**config.mk**
```make
export PLATFORM = sky130hd
export DESIGN_NAME = seq_divider
export DESIGN_NICKNAME = d
export VERILOG_FILES = /design/src/rtl/div_pkg.sv /design/src/rtl/addsub_n.sv /design/src/rtl/seq_divider.sv
export SDC_FILE = /design/constraint.sdc
export NUM_CORES = 1
export LEC_CHECK = 0
export ABC_AREA = 1
export ABC_CLOCK_PERIOD_IN_PS = 3600
export CORE_MARGIN = 1
export CORE_UTILIZATION = 40
export CTS_CLUSTER_DIAMETER = 100
export DETAILED_ROUTE_END_ITERATION = 8
export HOLD_SLACK_MARGIN = 0.03
export RECOVER_POWER = 100
export SYNTH_ARGS = -nofsm -noshare
export SYNTH_HDL_FRONTEND = slang
export SYNTH_SLANG_ARGS = --single-unit
```
**constraint.sdc**
```tcl
create_clock -name clk -period 3.6 [get_ports clk]
set_clock_uncertainty 0.15 [all_clocks]
set_input_delay 0.72 -clock clk [delete_from_list [all_inputs] [get_ports clk]]
set_output_delay 0.72 -clock clk [all_outputs]
set_load 0.02 [all_outputs]
```
**src/rtl/div_pkg.sv**
```systemverilog
// Shared divider types: FSM state encoding and default operand width.
// Imported by seq_divider.
package div_pkg;

  localparam int DIV_WIDTH = 16;

  typedef enum logic [1:0] {
    IDLE,
    CALC,
    FIX,
    FIN
  } state_t;

endpackage

```
**src/rtl/addsub_n.sv**
```systemverilog
// N-bit adder/subtractor: sum = a + b (sub=0) or a - b (sub=1).
// Ports: a, b operands; sub select; sum result; cout carry (1 = no borrow).
module addsub_n #(
  parameter int N = 17
) (
  input  logic [N-1:0] a,
  input  logic [N-1:0] b,
  input  logic         sub,
  output logic [N-1:0] sum,
  output logic         cout
);

  logic [N-1:0] b_x;

  assign b_x = b ^ {N{sub}};
  assign {cout, sum} = a + b_x + {{(N-1){1'b0}}, sub};

endmodule

```
**src/rtl/seq_divider.sv**
```systemverilog
// Sequential restoring divider, signed/unsigned, one quotient bit per cycle.
// Ports: clk, rst_n (sync, active-low), start/signed_op/dividend/divisor in;
// quotient/remainder/busy/done/dbz/ovf registered out.
module seq_divider
  import div_pkg::*;
#(
  parameter int WIDTH = DIV_WIDTH
) (
  input  logic             clk,
  input  logic             rst_n,
  input  logic             start,
  input  logic             signed_op,
  input  logic [WIDTH-1:0] dividend,
  input  logic [WIDTH-1:0] divisor,
  output logic [WIDTH-1:0] quotient,
  output logic [WIDTH-1:0] remainder,
  output logic             busy,
  output logic             done,
  output logic             dbz,
  output logic             ovf
);

  localparam int CW = $clog2(WIDTH + 1);
  localparam logic [CW-1:0] LAST = CW'(WIDTH - 1);
  localparam logic [WIDTH-1:0] MIN =
    {1'b1, {(WIDTH-1){1'b0}}};

  state_t           state;
  logic [CW-1:0]    cnt;
  logic [WIDTH-1:0] q_w;
  logic [WIDTH-1:0] r_w;
  logic [WIDTH-1:0] b_w;
  logic             neg_q;
  logic             neg_r;
  logic             dbz_w;
  logic             ovf_w;

  logic [WIDTH-1:0] a_mag;
  logic [WIDTH-1:0] b_mag;
  logic             a_neg;
  logic             b_neg;
  logic [WIDTH:0]   r_sh;
  logic [WIDTH:0]   diff;
  logic             ge;
  logic             unused_msb;

  assign a_neg = signed_op & dividend[WIDTH-1];
  assign b_neg = signed_op & divisor[WIDTH-1];
  assign a_mag = a_neg ? -dividend : dividend;
  assign b_mag = b_neg ? -divisor : divisor;

  // Partial remainder stays below the divisor, so WIDTH bits hold it;
  // the shifted value needs one extra bit before the compare.
  assign r_sh = {r_w, q_w[WIDTH-1]};

  addsub_n #(
    .N(WIDTH + 1)
  ) u_sub (
    .a   (r_sh),
    .b   ({1'b0, b_w}),
    .sub (1'b1),
    .sum (diff),
    .cout(ge)
  );

  // Result after a successful subtract is < divisor: MSB always zero.
  assign unused_msb = diff[WIDTH];

  always_ff @(posedge clk) begin
    if (!rst_n) begin
      state     <= IDLE;
      cnt       <= '0;
      q_w       <= '0;
      r_w       <= '0;
      b_w       <= '0;
      neg_q     <= 1'b0;
      neg_r     <= 1'b0;
      dbz_w     <= 1'b0;
      ovf_w     <= 1'b0;
      quotient  <= '0;
      remainder <= '0;
      busy      <= 1'b0;
      done      <= 1'b0;
      dbz       <= 1'b0;
      ovf       <= 1'b0;
    end else begin
      done <= 1'b0;
      case (state)
        IDLE: begin
          if (start) begin
            if (divisor == '0) begin
              q_w   <= '1;
              r_w   <= dividend;
              dbz_w <= 1'b1;
              ovf_w <= 1'b0;
              state <= FIN;
            end else begin
              q_w   <= a_mag;
              b_w   <= b_mag;
              r_w   <= '0;
              cnt   <= '0;
              neg_q <= a_neg ^ b_neg;
              neg_r <= a_neg;
              dbz_w <= 1'b0;
              ovf_w <= signed_op &&
                       dividend == MIN &&
                       divisor == '1;
              busy  <= 1'b1;
              state <= CALC;
            end
          end
        end
        CALC: begin
          q_w <= {q_w[WIDTH-2:0], ge};
          r_w <= ge ? diff[WIDTH-1:0]
                    : r_sh[WIDTH-1:0];
          cnt <= cnt + 1'b1;
          if (cnt == LAST) begin
            state <= FIX;
          end
        end
        FIX: begin
          // MIN/-1: |MIN| negated wraps back to MIN.
          if (neg_q) q_w <= -q_w;
          if (neg_r) r_w <= -r_w;
          busy  <= 1'b0;
          state <= FIN;
        end
        FIN: begin
          quotient  <= q_w;
          remainder <= r_w;
          dbz       <= dbz_w;
          ovf       <= ovf_w;
          done      <= 1'b1;
          state     <= IDLE;
        end
        default: state <= IDLE;
      endcase
    end
  end

endmodule
```
==> results.sh <==
export IMPL_status="finished, final reports clean"
export IMPL_ir_drop_mv=0.550
export IMPL_async_flop_share_pct=0
export IMPL_slew_viol_final=0
export IMPL_path_class="in -> reg"
export IMPL_cts_tree="done"
export IMPL_grt_overflow=0
export IMPL_htree_num_levels=3
export IMPL_ys_seq_area_share_pct=28.1
export IMPL_cts_max_path_buffers=2
export IMPL_grt_pass1_wl_um=34200
export IMPL_postCtsHoldBufs=0
export IMPL_core_area_um2=16500
export IMPL_cts_resized=0
export IMPL_hpwl_um=16100
export IMPL_p_per_area_nw_per_um2=1050
export IMPL_cp_end_kind="register"
export IMPL_period_minus_slack_ns=2.99
export IMPL_hold_end="q_w[0]"
export IMPL_cp_required_ns=3.73
export IMPL_finalSetupViolations=0
export IMPL_numPortBuffers=71
export IMPL_dieArea_um2=17400
export IMPL_antenna_found_initial=0
export IMPL_reg2regPathDepth=12
export IMPL_hold_ws_ns=0.319
export IMPL_diodes=0
export IMPL_timing_rr_start="b_w[12]"
export IMPL_synth_cell_types=45
export IMPL_slew_headroom_pct=24.7
export IMPL_die_h_um=132
export IMPL_max_cap_violations=0
export IMPL_cp_start_kind="input pin"
export IMPL_detail_route_iter0_violations=538
export IMPL_drt_first_pass_iters=5
export IMPL_period_share_pct=83.0
export IMPL_routed_via_count=7137
export IMPL_min_path_type="reg -> reg"
export IMPL_routed_via_density=5.27
export IMPL_grt_max_degree=66
export IMPL_io_pins=72
export IMPL_yosys_warnings=0
export IMPL_rsz0062_at_grt="false"
export IMPL_hold_path_startpoint="q_w[0]"
export IMPL_place_gp_congestion=0.911
export IMPL_clock_sinks=95
export IMPL_netlist_instances=1078
export IMPL_r2r_slack_ns=0.65
export IMPL_ys_flop_type="dfxtp_1"
export IMPL_die_x_um=132
export IMPL_finalHoldViolCount=0
export IMPL_power_leakage_nw=3.75
export IMPL_min_path_cells=2
export IMPL_syn_area_um2=6760
export IMPL_crit_arrival_ns=3.12
export IMPL_drc=0
export IMPL_tightest_slew_ns=1.13
export IMPL_wl_per_cell_um=15.8
export IMPL_tns_ns=0
export IMPL_synth_edf_count=0
export IMPL_fp_row_count=47
export IMPL_first_global_vias=6480
export IMPL_grt_use_total_pct=24.8
export IMPL_max_freq_ghz=0.335
export IMPL_drive_gt1_share_pct=4.94
export IMPL_initial_core_util_pct=40.9
export IMPL_path_clk_slew_ns=0.07
export IMPL_syn2layout_area_growth_pct=17.3
export IMPL_postCtsSetupBuffers=0
export IMPL_avgSynthCellArea_um2=6.27
export IMPL_synth_seq_cells=95
export IMPL_postRouteAntennaNets=0
export IMPL_syn_nets=1142
export IMPL_clk_latency_ns=0.36
export IMPL_crit_fanout=12
export IMPL_wl_um=21400
export IMPL_reg2reg_to="q_w[0]"
export IMPL_cts_buffers=9
export IMPL_cts_root_buf="clkbuf_16"
export IMPL_final_nets=1193
[stage by stage]
stage | total power [mW] | cells | utilization, % | worst slack, ns | instance area, µm²
after CTS | 8.38 | 1353 | 48.4 | 0.883 | 8000
after detailed placement | 7.16 | 1338 | 46.2 | 0.521 | 7640
final | 8.30 | 1353 | 48.0 | 0.613 | 7930
after global routing | 9.04 | 1353 | 48.0 | 0.390 | 7930
after floorplan | 5.75 | 1078 | - | 1.36 | 6760
after global placement | 7.14 | 1338 | 46.2 | 0.519 | 7640
[how the worst max path moves through the flow]
stage	startpoint	depth (start not counted)	endpoint
after floorplan	divisor[0]	13	r_w[10]
after global placement	divisor[0]	13	r_w[0]
after detailed placement	divisor[0]	13	r_w[0]
after CTS	divisor[0]	13	r_w[0]
after global routing	divisor[0]	11	neg_r
final	divisor[0]	11	neg_r
[routing by layer]
layer | global-route usage (%) | vias to the layer above | part of all wire (%)
met2 | 41.2 | 208 | 46
met1 | 33.0 | 3255 | 47
met3 | 2.81 | 36 | 4.4
li1 | - | 3638 | -
met4 | 9.69 | 0 | 2.9
met5 | 0 | - | 0
[final cells by class]
cell class                 count  area, µm²
clock buffer                   9        225
clock inverter                 6        134
fill                        1725       8590
inverter                     150        563
multi-input combinational    792       4050
sequential                    95       1900
tap                          220        275
timing repair buffer          81        778
[logic make-up (layout without fill, tap and decap cells)]
group           after synthesis  after routing  share of synthesized area (%)
buf+inv                     191            246                           10.9
xor+xnor                     26             26                           3.37
fa+ha+maj                    28             28                           5.29
flops                        95             95                           28.1
compound gates              251            251                           20.8
simple gates                487            487                           31.5
[state kept, by name, indices dropped and copies added, names as in the netlist]
name / count
b_w: 16
q_w: 16
quotient: 16
r_w: 16
remainder: 16
cnt: 5
state: 2
busy: 1
dbz: 1
dbz_w: 1
done: 1
neg_q: 1
neg_r: 1
ovf: 1
ovf_w: 1
[cells in the mapped netlist (all sizes together), types with 4 or more instances]
cell type | count | area, µm²
o211ai | 9 | 67.6
ha | 27 | 338
o21ai | 88 | 440
xnor2 | 4 | 35.0
dfxtp | 95 | 1900
nand2 | 264 | 1020
clkbuf | 31 | 116
or2 | 5 | 31.3
nor2 | 88 | 369
nand3 | 87 | 435
nand4 | 23 | 159
inv | 149 | 559
xor2 | 22 | 193
buf | 10 | 58.8
nor3 | 16 | 85.1
a21oi | 141 | 792
[worst max-delay path, cell delays in order]
cell           delay (ns)
dlygate4sd3_1        0.57
inv_1                0.09
ha_1                 0.20
nand4_1              0.18
nor2_1               0.25
nand2_4              0.11
nor2_8               0.11
nor2_1               0.09
inv_1                0.30
nand2_1              0.27
o21ai_0              0.22
[cells in the final DEF, fill, tap and decap left out, drive strengths merged]
cell	synthesis	routed
nand2	264	264
inv	149	149
a21oi	141	141
dfxtp	95	95
o21ai	88	88
nor2	88	88
nand3	87	87
dlygate4sd3	0	37
clkdlybuf4s50	0	33
ha	27	27
nand4	23	23
xor2	22	22
nor3	16	16
clkbuf	31	10
buf	10	10
o211ai	9	9
or2	5	5
xnor2	4	4
bufinv	0	4
clkinv	1	3
o31ai	2	2
a22oi	2	2
a211oi	2	2
and2	2	2
o32ai	2	2
nor3b	1	1
o21a	1	1
o221ai	1	1
o21bai	1	1
a221oi	1	1
nor4	1	1
a41oi	1	1
fa	1	1
[power by group]
group          switching [mW]  internal [mW]  total [mW]
combinational            3.69           1.83        5.52
sequential              0.259           1.33        1.59
clock                   0.440          0.746        1.19
total                    4.39           3.90        8.30
Power figures use the tool's default switching activity.
